[config.mk]
export PLATFORM = sky130hd
export DESIGN_NAME = rv_fwd_ctrl
export DESIGN_NICKNAME = d
export VERILOG_FILES = /design/src/rtl/rv_pipe_pkg.sv /design/src/rtl/fwd_sel_cmp.sv /design/src/rtl/rv_fwd_ctrl.sv
export SDC_FILE = /design/constraint.sdc
export NUM_CORES = 1
export LEC_CHECK = 0
export CORE_MARGIN = 8
export CORE_UTILIZATION = 45
export CTS_CLUSTER_SIZE = 12
export DETAILED_ROUTE_END_ITERATION = 8
export PLACE_DENSITY_LB_ADDON = 0.12
export SETUP_SLACK_MARGIN = 0.15
export SLEW_MARGIN = 20
export SYNTH_ARGS = -nofsm -noshare
export SYNTH_HDL_FRONTEND = slang
export SYNTH_SLANG_ARGS = --single-unit
export TNS_END_PERCENT = 20
[constraint.sdc]
create_clock -name clk_i -period 1.49 [get_ports clk_i]
set_input_delay 0.2235 -clock clk_i [delete_from_list [all_inputs] [get_ports clk_i]]
set_output_delay 0.2235 -clock clk_i [all_outputs]
set_load 0.05 [all_outputs]
[src/rtl/rv_pipe_pkg.sv]
// rv_pipe_pkg: shared definitions for the 5-stage RISC-V pipeline control.
//   FWD_RF / FWD_WB / FWD_MEM : operand mux select encodings used by the EX
//                               muxes and by the forwarding controller.
//   stage_t                   : destination/source metadata carried by each
//                               shadow pipeline stage.
//   stage_match()             : true when a stage will write a register that
//                               a used source reads (x0 never matches).
package rv_pipe_pkg;

  localparam int RV_REG_W = 5;

  localparam logic [1:0] FWD_RF  = 2'b00;
  localparam logic [1:0] FWD_WB  = 2'b01;
  localparam logic [1:0] FWD_MEM = 2'b10;

  typedef struct packed {
    logic                valid;
    logic [RV_REG_W-1:0] rs1;
    logic [RV_REG_W-1:0] rs2;
    logic                rs1_used;
    logic                rs2_used;
    logic [RV_REG_W-1:0] rd;
    logic                regwrite;
    logic                memread;
  } stage_t;

  function automatic logic stage_match(input stage_t              s,
                                       input logic [RV_REG_W-1:0] r,
                                       input logic                used);
    return s.valid && s.regwrite && (s.rd != '0) && (s.rd == r) && used;
  endfunction

endpackage

[src/rtl/fwd_sel_cmp.sv]
// fwd_sel_cmp: per-operand forwarding priority comparator.
//   ex_valid_i : EX shadow entry holds a real instruction
//   src_i      : source register index read by the EX instruction
//   src_used_i : that source is actually read
//   mem_i      : MEM shadow entry
//   wb_i       : WB shadow entry
//   sel_o      : operand mux select (FWD_MEM beats FWD_WB beats FWD_RF)
module fwd_sel_cmp
  import rv_pipe_pkg::*;
(
  input  logic                ex_valid_i,
  input  logic [RV_REG_W-1:0] src_i,
  input  logic                src_used_i,
  input  stage_t              mem_i,
  input  stage_t              wb_i,
  output logic [1:0]          sel_o
);

  // MEM holds the youngest producer, so it is checked first.
  always_comb begin
    sel_o = FWD_RF;
    if (ex_valid_i) begin
      if (stage_match(mem_i, src_i, src_used_i)) begin
        sel_o = FWD_MEM;
      end else if (stage_match(wb_i, src_i, src_used_i)) begin
        sel_o = FWD_WB;
      end
    end
  end

endmodule

[src/rtl/rv_fwd_ctrl.sv]
// rv_fwd_ctrl: forwarding and load-use hazard controller for the 5-stage
// RISC-V pipeline.
//   clk_i, rst_i            : clock, asynchronous active-low reset
//   id_*                    : metadata of the instruction currently in ID
//   flush_i                 : branch/jump taken in EX, squash the ID instruction
//   stall_o                 : hold PC and IF/ID, inject a bubble into EX
//   fwd_a_o, fwd_b_o        : EX operand mux selects (registered state only)
//   stall_cnt_o             : saturating count of stall cycles
// REG_W must equal rv_pipe_pkg::RV_REG_W, which sizes the shadow entries.
module rv_fwd_ctrl
  import rv_pipe_pkg::*;
#(
  parameter int REG_W = RV_REG_W,
  parameter int CNT_W = 16
) (
  input  logic             clk_i,
  input  logic             rst_i,
  input  logic             id_valid_i,
  input  logic [REG_W-1:0] id_rs1_i,
  input  logic [REG_W-1:0] id_rs2_i,
  input  logic             id_rs1_used_i,
  input  logic             id_rs2_used_i,
  input  logic [REG_W-1:0] id_rd_i,
  input  logic             id_regwrite_i,
  input  logic             id_memread_i,
  input  logic             flush_i,
  output logic             stall_o,
  output logic [1:0]       fwd_a_o,
  output logic [1:0]       fwd_b_o,
  output logic [CNT_W-1:0] stall_cnt_o
);

  stage_t           id_entry;
  stage_t           ex_d, ex_q;
  stage_t           mem_d, mem_q;
  stage_t           wb_d, wb_q;
  logic [CNT_W-1:0] stall_cnt_d, stall_cnt_q;
  logic             ex_load_hit;

  always_comb begin
    id_entry          = '0;
    id_entry.valid    = id_valid_i;
    id_entry.rs1      = id_rs1_i;
    id_entry.rs2      = id_rs2_i;
    id_entry.rs1_used = id_rs1_used_i;
    id_entry.rs2_used = id_rs2_used_i;
    id_entry.rd       = id_rd_i;
    id_entry.regwrite = id_regwrite_i;
    id_entry.memread  = id_memread_i;
  end

  // Load in EX feeding the ID instruction: its data is only available from
  // WB, so one bubble lines the consumer up with the WB forward path.
  always_comb begin
    ex_load_hit = ex_q.memread &&
                  (stage_match(ex_q, id_rs1_i, id_rs1_used_i) ||
                   stage_match(ex_q, id_rs2_i, id_rs2_used_i));
    stall_o     = ex_load_hit && id_valid_i && !flush_i;
  end

  always_comb begin
    ex_d  = id_entry;
    mem_d = ex_q;
    wb_d  = mem_q;
    if (flush_i || stall_o) begin
      ex_d.valid = 1'b0;
    end
    stall_cnt_d = stall_cnt_q;
    if (stall_o && (stall_cnt_q != '1)) begin
      stall_cnt_d = stall_cnt_q + CNT_W'(1);
    end
  end

  // ---- ID -> EX -> MEM -> WB shadow stages ----
  always_ff @(posedge clk_i or negedge rst_i) begin
    if (!rst_i) begin
      ex_q        <= '0;
      mem_q       <= '0;
      wb_q        <= '0;
      stall_cnt_q <= '0;
    end else begin
      ex_q        <= ex_d;
      mem_q       <= mem_d;
      wb_q        <= wb_d;
      stall_cnt_q <= stall_cnt_d;
    end
  end

  assign stall_cnt_o = stall_cnt_q;

  fwd_sel_cmp u_fwd_a (
    .ex_valid_i (ex_q.valid),
    .src_i      (ex_q.rs1),
    .src_used_i (ex_q.rs1_used),
    .mem_i      (mem_q),
    .wb_i       (wb_q),
    .sel_o      (fwd_a_o)
  );

  fwd_sel_cmp u_fwd_b (
    .ex_valid_i (ex_q.valid),
    .src_i      (ex_q.rs2),
    .src_used_i (ex_q.rs2_used),
    .mem_i      (mem_q),
    .wb_i       (wb_q),
    .sel_o      (fwd_b_o)
  );

  // A load in MEM never has its data forwarded; the load-use bubble must
  // keep any dependent instruction out of EX until the load reaches WB.
  a_no_mem_load_fwd : assert property (@(posedge clk_i) disable iff (!rst_i)
    !(ex_q.valid && mem_q.memread &&
      (stage_match(mem_q, ex_q.rs1, ex_q.rs1_used) ||
       stage_match(mem_q, ex_q.rs2, ex_q.rs2_used))));

endmodule

==> reports/metrics.cfg <==
[floorplanning]
start_util_pct = 45.8
core.rowCount = 25
num_io_pins = 44
die_h_um = 84.9
core_um2 = 4660
chipWidth_um = 84.9
dieArea_um2 = 7210

[global_routing]
grt_pass1_wl_mm = 9.03
grt_pass1_vias = 1930
grt_use_total_pct = 16.1
overflow = 0
grt_antenna_before_repair = 0
grt_max_degree = 51

[sta]
slew_headroom_pct = 80.0
setup_violations = 21
layout_min_cycle_time_ns = 2.18
fin_skew_ns = 0.00652
fin_crit_sh_pct = 146
worst_hold_slack_ns = 0.360
drv_slew = 0
rsz0062_at_grt = yes
worstMarginPinSlew_ns = 0.299
final-hold-violation-count = 0
setup_tns_ns = -5.35
max_freq_ghz = 0.459
timing.final.ws_setup_ns = -0.688

[power]
switching_share_pct = 22.6
pwr-share-clk_pct = 35.0
combPwrFrac_pct = 11.3
power.density_nw_per_um2 = 778
internal-power_w = 0.00208
switchingPower_w = 0.000607
p_leak_nw = 1.45
p_seq_share_pct = 53.8
ir_drop_uv = 575

[cts]
cts_root_buf = clkbuf_8
clock_latency_ns = 0.30
cts_inserted_buffers = 5
clk_path_buf_depth = 2
ctsHtreeMaxLevel = 2
cts_tree = built
clock_sinks = 50
clk_pin_slew_ns = 0.09

[status]
violations = setup timing
status = complete, but fails checks

[synth]
synthFlopType = dfrtp_1
ys_seq_area_share_pct = 58.6
syn_inst = 170
synth.distinct_cells = 30
synth-edff-count = 0
synth_fp_nets = 194
async_flop_share_pct = 100
ys_warn_count = 0
synth_top_area_cell = dfrtp_1
synth.avg_cell_area_um2 = 12.6
ys_top_cells_by_area = dfrtp_1 59%, xnor2_1 15%, nand4_1 5.3%
synth_most_common_cell = dfrtp_1
synth_area_um2 = 2140
synth_top_area_share_pct = 58.6
synthTopCellsByCount = 50 x dfrtp_1, 36 x xnor2_1, 18 x nand4_1
ys_ff_latch = 50

[place]
place.gp.congestion = 0.905
dpl.hpwl_mm = 4.29
portBuffers = 43
place_area_um2 = 3280

[critical_path]
crit_fanout = 2
cp_cell_sequence = or4_4, o211ai_1, buf_4, nor3_2, nor3_4, buf_12
path_class = reg2out
critPathLaunch = mem_q[3]
end_kind = output pin
startpoint_type = register
timing.rr.start = ex_q[4]
required_ns = 1.27
arrival_ns = 1.95
slowest_stage = or4_4
crit_path_max_incr_delay_ns = 0.54

[detailed_routing]
dr_total_vias = 1686
met1_length_mm = 1.87
highest_layer = met4
drcViolationCount = 0
drt_wl_total_mm = 5.39
dr_wl_met3_um = 280
drtPass1Iterations = 4
post_drt_wl_per_cell_um = 16.6
via_per_inst = 5.19
wl_met2_mm = 3.09
drtIter0Drc = 42
ant_nets = 0

[cells_and_area]
final_nets = 294
multi_input_area_um2 = 956
syn_to_final_growth_pct = 61.6
drive_above_1_share_pct = 39.5
utilization_pct = 74.1
fillerInstances = 312
seq_area_um2 = 1260
antenna_cells = 0
stdcell_area_um2 = 3450

[hold_path]
hold_class = in2reg
hp-start = id_memread_i

[flow_run]
drv_cap = 0

-- flip-flops by register name, summed over array words and instances (netlist names) --
signal       count
ex_q            20
mem_q            7
stall_cnt_o     16
wb_q             7
-- placed cells by master, fill, tap and decap left out, drive strengths merged --
| master | n |
|---|---|
| a21oi | 2 |
| and2 | 2 |
| and3 | 6 |
| and3b | 1 |
| and4 | 3 |
| buf | 74 |
| bufinv | 1 |
| clkbuf | 5 |
| clkdlybuf4s50 | 21 |
| clkinv | 1 |
| dfrtp | 50 |
| dlygate4sd3 | 1 |
| ha | 1 |
| inv | 1 |
| mux2 | 2 |
| nand2 | 7 |
| nand2b | 1 |
| nand3 | 7 |
| nand4 | 19 |
| nand4b | 1 |
| nor2 | 6 |
| nor3 | 5 |
| nor3b | 1 |
| nor4 | 4 |
| o2111ai | 1 |
| o211ai | 1 |
| o22ai | 1 |
| or4 | 2 |
| xnor2 | 36 |
| xor2 | 8 |
-- cell type report --
| class | instances | area share, % |
|---|---|---|
| repair buffers | 96 | 30.6 |
| well taps | 54 | 1.96 |
| clock buffers | 5 | 1.99 |
| multi-input cells | 117 | 27.7 |
| flip-flops and latches | 50 | 36.5 |
| clock inverters | 3 | 1.27 |
-- per-layer routing --
metal | track usage [%] | vias to the layer above
met5 | 0 | -
met4 | 7.12 | 0
met1 | 15.1 | 821
met3 | 5.69 | 12
li1 | - | 803
met2 | 30.7 | 50
-- worst max-delay path: cells and delay by family (launching register included) --
family | cells | cell delay [ns]
AOI/OAI and AO/OA | 1 | 0.19
and+or+nand+nor | 3 | 0.75
buffers and inverters | 2 | 0.31
DFF | 1 | 0.40
-- timing repair --
item	4_1_cts	5_1_grt
pin swaps	5	2
gates resized for setup	6	2
hold endpoints to repair	50	0
setup buffers	2	0
endpoints found under the setup margin	22	22
hold buffers	1	0
-- power groups by stage --
stage                     Clock [W]  Combinational, W  Sequential, W
final                      0.000939          0.000302        0.00144
after global routing        0.00103          0.000328        0.00145
after floorplan                   0         0.0000975        0.00147
after global placement            0          0.000288        0.00147
after CTS                  0.000963          0.000306        0.00144
after detailed placement          0          0.000295        0.00147
-- logic make-up (layout without fill, tap and decap cells) --
| kind of cell | Yosys count | count (layout) | share of synthesized area, % |
|---|---|---|---|
| adders and majority gates | 1 | 1 | 0.586 |
| DFF | 50 | 50 | 58.6 |
| buffers and inverters | 3 | 104 | 0.820 |
| AOI/OAI and AO/OA | 5 | 5 | 2.34 |
| and+or+nand+nor | 65 | 65 | 18.4 |
| muxes | 2 | 2 | 1.23 |
| xor gates and xnor gates | 44 | 44 | 18.0 |
-- path summary, 6_finish.rpt --
check                             endpoint  slack (ns)  cells past startpoint
min                                ex_q[0]        0.36                      1
max in group asynchronous  stall_cnt_o[10]        0.80                      3
min in group asynchronous   stall_cnt_o[0]        0.44                      3
min reg2reg                       wb_q[19]        0.39                      0
max                             fwd_b_o[0]       -0.69                      6
max reg2reg                 stall_cnt_o[1]       -0.24                      6
-- per-stage QoR --
stage	worst slack [ns]	cells	power [W]
final	-0.688	325	0.00269
after detailed placement	-0.544	314	0.00177
after floorplan	-0.369	170	0.00157
after global placement	-0.471	314	0.00176
after global routing	-0.809	325	0.00281
after CTS	-0.675	325	0.00271
(Power assumes the default switching activity.)
